File: src/rtl/seq_mult_pkg.sv
// Shared types for the sequential multiplier: FSM state encoding and counter sizing.
package seq_mult_pkg;

  typedef enum logic [1:0] {
    IDLE = 2'd0,
    CALC = 2'd1,
    DONE = 2'd2
  } state_t;

  localparam int DEFAULT_WIDTH = 8;

  // Bit counter only has to reach WIDTH-1; keep at least one bit for WIDTH=2.
  function automatic int cnt_width(input int width);
    return (width > 2) ? $clog2(width) : 1;
  endfunction

endpackage

File: src/rtl/seq_mult_param_if.sv
// Start/busy/done request bus between a requester (master) and the multiplier (slave).
interface seq_mult_param_if
  import seq_mult_pkg::*;
#(
  parameter int WIDTH = DEFAULT_WIDTH
);

  logic               start;
  logic               signed_mode;
  logic [WIDTH-1:0]   multiplicand;
  logic [WIDTH-1:0]   multiplier;
  logic [2*WIDTH-1:0] product;
  logic               busy;
  logic               done;

  modport master (
    output start, signed_mode, multiplicand, multiplier,
    input  product, busy, done
  );

  modport slave (
    input  start, signed_mode, multiplicand, multiplier,
    output product, busy, done
  );

endinterface

File: src/rtl/seq_mult_magnitude.sv
// Combinational magnitude/sign split of one operand; raw value passes through when unsigned.
module seq_mult_magnitude #(
  parameter int WIDTH = 8
) (
  input  logic [WIDTH-1:0] i_val,
  input  logic             i_signed_mode,
  output logic [WIDTH-1:0] o_mag,
  output logic             o_sign
);

  assign o_sign = i_signed_mode & i_val[WIDTH-1];
  // -2^(WIDTH-1) negates to itself, which reads correctly as an unsigned magnitude.
  assign o_mag  = o_sign ? (~i_val + 1'b1) : i_val;

endmodule

File: src/rtl/seq_mult_param.sv
// Shift-add multiplier, one multiplier bit per clock; done WIDTH cycles after start, start ignored unless IDLE.
// Define SEQ_MULT_EARLY_EXIT_EN to finish as soon as the remaining multiplier bits are zero.
module seq_mult_param
  import seq_mult_pkg::*;
#(
  parameter int WIDTH = DEFAULT_WIDTH
) (
  input  logic            i_clk,
  input  logic            i_reset,
  seq_mult_param_if.slave bus
);

  localparam int CW = cnt_width(WIDTH);

  state_t             r_state;
  state_t             w_state_next;
  logic [WIDTH-1:0]   r_mag_a;
  logic [WIDTH-1:0]   r_mplr;
  logic               r_neg;
  logic [2*WIDTH-1:0] r_acc;
  logic [2*WIDTH-1:0] r_product;
  logic [CW-1:0]      r_cnt;

  logic [WIDTH-1:0]   w_mag_a;
  logic [WIDTH-1:0]   w_mag_b;
  logic               w_sign_a;
  logic               w_sign_b;
  logic [WIDTH-1:0]   w_addend;
  logic [WIDTH:0]     w_sum;
  logic [2*WIDTH-1:0] w_acc_next;
  logic [2*WIDTH-1:0] w_res;
  logic [WIDTH-1:0]   w_mplr_next;
  logic               w_last;
  logic               w_accept;

  seq_mult_magnitude #(.WIDTH(WIDTH)) u_mag_a (
    .i_val         (bus.multiplicand),
    .i_signed_mode (bus.signed_mode),
    .o_mag         (w_mag_a),
    .o_sign        (w_sign_a)
  );

  seq_mult_magnitude #(.WIDTH(WIDTH)) u_mag_b (
    .i_val         (bus.multiplier),
    .i_signed_mode (bus.signed_mode),
    .o_mag         (w_mag_b),
    .o_sign        (w_sign_b)
  );

  assign w_accept    = (r_state == IDLE) && bus.start;
  assign w_addend    = r_mplr[0] ? r_mag_a : {WIDTH{1'b0}};
  assign w_sum       = {1'b0, r_acc[2*WIDTH-1:WIDTH]} + {1'b0, w_addend};
  assign w_acc_next  = {w_sum, r_acc[WIDTH-1:1]};
  assign w_mplr_next = r_mplr >> 1;

`ifdef SEQ_MULT_EARLY_EXIT_EN
  assign w_last = (r_cnt == CW'(WIDTH-1)) || (w_mplr_next == {WIDTH{1'b0}});
  // Stopping early skips the remaining right shifts; apply them in one step.
  assign w_res  = w_acc_next >> (CW'(WIDTH-1) - r_cnt);
`else
  assign w_last = (r_cnt == CW'(WIDTH-1));
  assign w_res  = w_acc_next;
`endif

  always_ff @(posedge i_clk) begin
    if (!i_reset) begin
      r_state <= IDLE;
    end else begin
      r_state <= w_state_next;
    end
  end

  always_comb begin
    w_state_next = r_state;
    case (r_state)
      IDLE:    if (bus.start) w_state_next = CALC;
      CALC:    if (w_last) w_state_next = DONE;
      DONE:    w_state_next = IDLE;
      default: w_state_next = IDLE;
    endcase
  end

  always_comb begin
    bus.busy = 1'b0;
    bus.done = 1'b0;
    case (r_state)
      CALC:    bus.busy = 1'b1;
      DONE:    bus.done = 1'b1;
      default: ;
    endcase
  end

  always_ff @(posedge i_clk) begin
    if (!i_reset) begin
      r_mag_a   <= '0;
      r_mplr    <= '0;
      r_neg     <= 1'b0;
      r_acc     <= '0;
      r_cnt     <= '0;
      r_product <= '0;
    end else if (w_accept) begin
      r_mag_a <= w_mag_a;
      r_mplr  <= w_mag_b;
      r_neg   <= w_sign_a ^ w_sign_b;
      r_acc   <= '0;
      r_cnt   <= '0;
    end else if (r_state == CALC) begin
      r_acc  <= w_acc_next;
      r_mplr <= w_mplr_next;
      r_cnt  <= r_cnt + 1'b1;
      if (w_last) begin
        r_product <= r_neg ? -w_res : w_res;
      end
    end
  end

  assign bus.product = r_product;

endmodule

File: src/flat_wrapper.sv
// flat-port wrapper written by rule: the top's interface ports become plain ports
module seq_mult_param_flat import seq_mult_pkg::*;
#(
  parameter int WIDTH = DEFAULT_WIDTH
)
  (i_clk, i_reset, bus_start, bus_signed_mode, bus_multiplicand, bus_multiplier, bus_product, bus_busy, bus_done);
  seq_mult_param_if #(.WIDTH(WIDTH)) bus_i ();
  input  logic i_clk;
  input  logic i_reset;
  input wire logic [$bits(bus_i.start)-1:0] bus_start;
  input wire logic [$bits(bus_i.signed_mode)-1:0] bus_signed_mode;
  input wire logic [$bits(bus_i.multiplicand)-1:0] bus_multiplicand;
  input wire logic [$bits(bus_i.multiplier)-1:0] bus_multiplier;
  output wire logic [$bits(bus_i.product)-1:0] bus_product;
  output wire logic [$bits(bus_i.busy)-1:0] bus_busy;
  output wire logic [$bits(bus_i.done)-1:0] bus_done;
  assign bus_i.start = bus_start;
  assign bus_i.signed_mode = bus_signed_mode;
  assign bus_i.multiplicand = bus_multiplicand;
  assign bus_i.multiplier = bus_multiplier;
  assign bus_product = bus_i.product;
  assign bus_busy = bus_i.busy;
  assign bus_done = bus_i.done;
  seq_mult_param #(.WIDTH(WIDTH)) u_core (.i_clk(i_clk), .i_reset(i_reset), .bus(bus_i));
endmodule
File: config.mk
export PLATFORM = sky130hd
export DESIGN_NAME = seq_mult_param_flat
export DESIGN_NICKNAME = d
export VERILOG_FILES = /design/src/rtl/seq_mult_pkg.sv /design/src/rtl/seq_mult_param_if.sv /design/src/rtl/seq_mult_magnitude.sv /design/src/rtl/seq_mult_param.sv /design/src/flat_wrapper.sv
export SDC_FILE = /design/constraint.sdc
export NUM_CORES = 1
export LEC_CHECK = 0
export CORE_ASPECT_RATIO = 0.9
export CORE_MARGIN = 2
export CORE_UTILIZATION = 43
export CTS_CLUSTER_DIAMETER = 30
export DETAILED_ROUTE_END_ITERATION = 16
export PLACE_DENSITY_LB_ADDON = 0.25
export SLEW_MARGIN = 25
export SYNTH_ARGS = -nofsm -noshare
export SYNTH_HDL_FRONTEND = slang
export SYNTH_SLANG_ARGS = --single-unit
File: constraint.sdc
create_clock -name i_clk -period 3.46 [get_ports i_clk]
set_input_delay 0.346 -clock i_clk [delete_from_list [all_inputs] [get_ports i_clk]]
set_output_delay 0.346 -clock i_clk [all_outputs]
set_load 0.01 [all_outputs]
After elaboration in Yosys (flattened, before gate mapping)
Cells that the tools add are included.

Bits in registers: 54. Output and inout port bits: 18.

$add $sub $neg: 5. Equal/unequal tests: 5. Multiplexer cells: 11. Bitwise gates (word level): 7. Reductions and logical operators: 6.

Operators with widths (number): $mux 8 (5); $add 8x1->8 const B (2); $mux 16 (1); $neg 16->16 (1); $not 8->8 (2); $add 8x8->9 (1); $mux 2 (2); $pmux 2 s2 (1); $add 3x1->3 const B (1); $eq 3x3->1 const B (1); $reduce_and 3->1 (1); $and 1x1->1 (2); $eq 2x1->1 const B (1); $eq 2x2->1 const B (1); $logic_not 2->1 (1); $mux 1 (2); $ne 2x1->1 const B (1); $ne 2x2->1 const B (1); $not 1->1 (2); $reduce_and 2->1 (1); $reduce_bool 2->1 (1); $reduce_or 2->1 (1); $logic_and 1x1->1 (1); $xor 1x1->1 (1).

Logic depth before layout (Yosys ltp)
Word-level depth: 4. Mapped depth: 10.

Hierarchy
Synthesis repeated with hierarchy kept, for this count alone.

Cells, all modules: 377. Area total of the unflattened synthesis: 3026.7 um2.

Modules (own cells, without submodules): seq_mult_param (times used 1, cells each 327, area an instance 2713.9 um2, sequential area each 1061.0 um2); seq_mult_magnitude (times used 2, cells each 25, area an instance 156.4 um2, sequential area each 0.0 um2).

Least setup slack after synthesis
OpenSTA, ideal clock, no wires.

Path kind: register to register. From: register u_core.r_mplr[0]. To: register u_core.r_product[13], in the netlist u_core.bus.product[13]. Setup time: 0.116 ns. Arrival time: 2.319 ns. Path slack: 1.025 ns. Cell stages (with the launch flop): 10. Buffers on the path: 0. Cells stage by stage: dfxtp_1 > and2_1 > ha_1 > fa_1 > a211oi_2 > nor3_1 > nor4_2 > and3_1 > o31ai_1 > o211a_1.

Word-level cells in the longest chain between the ends: 4.

RTL lines: start, declared (RTL line seq_mult_param.sv:18) `logic [WIDTH-1:0] r_mplr;`; start signal, assigned (RTL line seq_mult_param.sv:103) `r_mplr <= w_mag_b;`; start signal, assigned (RTL line seq_mult_param.sv:109) `r_mplr <= w_mplr_next;`; $mux 8 (*) (RTL line seq_mult_param.sv:51) `assign w_addend = r_mplr[0] ? r_mag_a : {WIDTH{1'b0}};`; $add 8x8->9 (*) (RTL line seq_mult_param.sv:52) `assign w_sum = {1'b0, r_acc[2*WIDTH-1:WIDTH]} + {1'b0, w_addend};`; $neg 16->16 (RTL line seq_mult_param.sv:112) `r_product <= r_neg ? -w_res : w_res;`; $mux 16 (*) (RTL line seq_mult_param.sv:112); end signal, assigned (RTL line seq_mult_param.sv:112); end, declared (RTL line seq_mult_param.sv:21) `logic [2*WIDTH-1:0] r_product;`.

Every way passes the cells marked *; elsewhere a longest branch is shown, timed or not. A chain may end at the register's enable or synchronous reset.

Worst setup path in the final report
Ends and elaborated chain as after synthesis.

==> results.txt <==
The flow ran to the end, and the final reports show no timing, DRC or antenna violations. Global router's overall resource usage: 18.1%. In this run the power spent charging and discharging nets is 0.331 mW.

The logs give 0 for the number of pins with negative max-slew slack in the final report and 16.6% for the combinational share of power. The sequential share of the synthesized area is 34.7%. The logs give 0 ns for the post-route setup TNS and 2,669 for the total via count after detailed routing. The total setup violations reported at the end of the flow was 0.

The via count of the first global-routing pass was 2,435. The root cell of the clock tree is clkbuf_8. The count of input and output buffers came out at 37. The core region is 6970 sq um. For this block, the routed nets add up to 6740 microns of wire. The tools report the critical path arrival as 3.00 ns.

For this run, the number of Yosys warnings is 0. The run gives 440 as the total number of nets in the final design. OpenSTA, run right after detailed placement, puts the worst setup slack at 0.727 ns.

In this run, post-CTS repair resized a total of 0 instances. The tools report the element type at the critical path start as a flop. The post-CTS setup buffer count is 0, and the number of inserted filler cells in the final layout is 697. Counting instances in the post-synthesis netlist gives the leading cell types as nand2_1, dfxtp_1, nor2_1, a21oi_1, a211oi_1. The number of routed nets with antenna violations was 0; the number of instances in the synthesized netlist was 382. After legalization and detailed placement, the total HPWL measured 5000 microns. The logs give 56 for the distinct cell type count after synthesis and 0 for the number of inserted diodes. The tightest min-delay check is of the flop to flop type. After clock tree synthesis, the clock-pin slew on the worst setup and hold paths is 0.09 ns.

Entering global routing, the biggest net connects 29 pins. Measured against its own limit, the worst slew margin works out to 50.1%. The final routed DRC violation total was 0; the switching fraction of total power was 27.9%. The clock passes through at most 2 buffers. The share of final-layout standard cells stronger than drive strength 1 is 5.65%. The worst-margin pin slew is 0.748 ns. The die covers 7810 sq um.

Across the routed clock network, the largest skew measured is 0.00656 ns. The tools report the final count of hold timing violations as 0. Once the floorplan was initialized, standard cells occupied 43.9% of the core. The chip width was 92.9 microns. The first global-routing pass estimated 11,500 microns of wire.

For this run, asynchronously set or reset flops after synthesis account for 0%. The met3 usage in global routing was 3.70%; the number of H-tree levels was 2. Setup repair after global routing left no endpoint under its margin. At the end of routability-driven placement, the weighted congestion stood at 0.924.

The capturing element type of the critical path is a flop. The final critical path takes up 80.6% of the cycle. For met2 alone, demand over resource in global routing was 27.0%. The die height is 84.0 microns. After global routing the overflow that remains totals 0. The number of enable-type register cells in the synthesized netlist is 0, and the iteration count of the initial detailed-routing pass is 4.

The share of total power in sequential cells is 54.7%, and the data required time of the worst path is 3.67 ns. Subtracting the final worst setup slack from the clock period gives 2.79 ns. Across all setup checks in the final design, the least slack found is 0.671 ns. The initial antenna violation count came out at 0. The number of sinks on the clock net is 53, and the number of vias per cell after detailed routing is 5.34. The post-detailed-route wirelength per cell was 13.5 microns.

The largest area contributor in the synthesized netlist was dfxtp_1. The area share of the largest cell type after synthesis was 34.7%; the detailed router's first-iteration violation count was 192. Leading cell type by number of instances after synthesis: nand2_1. The register bit count reported by yosys works out to 53. The post-synthesis cell area came out at 3060 sq um. The run gives 416 as the net count of the mapped netlist. Share of total power in the clock network: 28.7%. Yosys attributes the largest share of cell area to dfxtp_1, nand2_1, nor2_1, ha_1, a21oi_1.

Among all flip-flop cells after synthesis, the most frequent one is dfxtp_1. Hold repair after CTS inserted 0 buffers. The top-level port count came out at 38. The growth of design area from synthesis to finish is 15.1%, and the met1 track demand over resource in global routing is 26.3%. The floorplan has 29 rows. The clock latency reported for the late side of the worst-skew pair came out at 0.31 ns. TritonCTS built the clock tree.

The cell-internal power is 0.855 mW, and the total power divided by cell area is 337 nW/um^2. Per-instance average area after synthesis: 8.01 sq um. The critical path in this run is classified as flop to flop.

IR analysis of the VDD net gives a maximum drop of 0.204 mV. Of all nets on the critical path, the largest fanout is 9. The maximum operating frequency came out at 0.359 GHz. The number of clock buffers added by TritonCTS is 5.

The global routing stage identified its most utilized layer as met2. Summed over all cells, the static leakage comes to 1.37 nW. The run gives 0 as the max-capacitance violation count.
power groups by stage:
stage | Clock (mW) | Combinational [mW] | Sequential (mW)
2_1_floorplan | 0 | 0.141 | 0.654
3_3_place_gp | 0 | 0.192 | 0.662
3_5_place_dp | 0 | 0.195 | 0.663
4_1_cts | 0.353 | 0.196 | 0.649
5_1_grt | 0.383 | 0.220 | 0.653
6_report | 0.341 | 0.196 | 0.649
path summary, 6_finish.rpt:
| kind | from | to | slack (ns) | depth (start not counted) |
|---|---|---|---|---|
| worst min-delay path | u_core.bus.product[0] | u_core.bus.product[0] | 0.46 | 2 |
| worst max-delay path | u_core.r_mplr[0] | u_core.bus.product[13] | 0.67 | 9 |
| worst max register to register | u_core.r_mplr[0] | u_core.bus.product[13] | 0.67 | 9 |
| worst min register to register | u_core.bus.product[0] | u_core.bus.product[0] | 0.46 | 2 |
critical path, stage by stage, from the launching register on:
cell and delay (ns):
dfxtp_1 0.37, and2_1 0.20, ha_1 0.23, fa_1 0.45, a211oi_2 0.29, nor3_1 0.10, nor4_2 0.59, and3_1 0.25
o31ai_1 0.07, o211a_1 0.14
kinds of logic (layout without fill, tap and decap cells):
kind of cell / after synthesis / after routing / share of synthesized area [%]
xor gates and xnor gates: 25 / 25 / 7.16
muxes: 3 / 3 / 0.982
DFF: 53 / 53 / 34.7
buffers and inverters: 38 / 63 / 6.22
and+or+nand+nor: 150 / 150 / 22.4
adders and majority gates: 14 / 14 / 5.97
AOI/OAI and AO/OA: 99 / 99 / 22.6
final cells by class:
cell class | instances | area [sq um] | area share, %
multi-input combinational | 291 | 1810 | 51.4
clock buffer | 5 | 68.8 | 1.95
clock inverter | 3 | 17.5 | 0.498
tap | 93 | 116 | 3.30
sequential | 53 | 1060 | 30.1
inverter | 15 | 56.3 | 1.60
timing repair buffer | 40 | 393 | 11.2
state kept, by name (all words and copies together), names as in the netlist:
name                flops
u_core.r_cnt            3
u_core.r_neg            1
u_core.bus.product     16
u_core.r_mplr           8
u_core.r_state          2
u_core.r_acc           15
u_core.r_mag_a          8
layer usage:
layer  routed length [microns]  share of wire [%]
met4                        92                1.4
met1                      3550                 53
met2                      2770                 41
met3                       336                5.0
met5                         0                  0
placed cells by master, fill, tap and decap left out, drive strengths merged, types with 2 or more instances in the layout:
master / count
buf: 3
clkbuf: 5
o21ai: 10
inv: 15
nor2b: 5
a211oi: 20
a32oi: 2
clkdlybuf4s50: 37
and2: 11
o31ai: 6
a311oi: 2
nand2: 54
a21oi: 32
nand4: 2
nor4: 4
mux2i: 3
or3: 5
nand3: 6
dfxtp: 53
a21o: 3
or2: 2
xor2: 15
nor3: 8
a31oi: 4
clkinv: 2
xnor2: 10
o21bai: 2
and3: 2
nor2: 49
a221oi: 4
ha: 13
per-stage QoR:
stage / cell area (sq um) / power (mW) / hold slack [ns] / std cells / util, %
2_1_floorplan: 3060 / 0.795 / 0.432 / 382 / -
3_3_place_gp: 3430 / 0.854 / 0.446 / 492 / 49.3
3_5_place_dp: 3430 / 0.859 / 0.446 / 492 / 49.3
4_1_cts: 3520 / 1.20 / 0.460 / 500 / 50.5
5_1_grt: 3520 / 1.26 / 0.486 / 500 / 50.5
6_report: 3520 / 1.19 / 0.459 / 500 / 50.5
No activity file was read; power rests on OpenSTA's default activity.
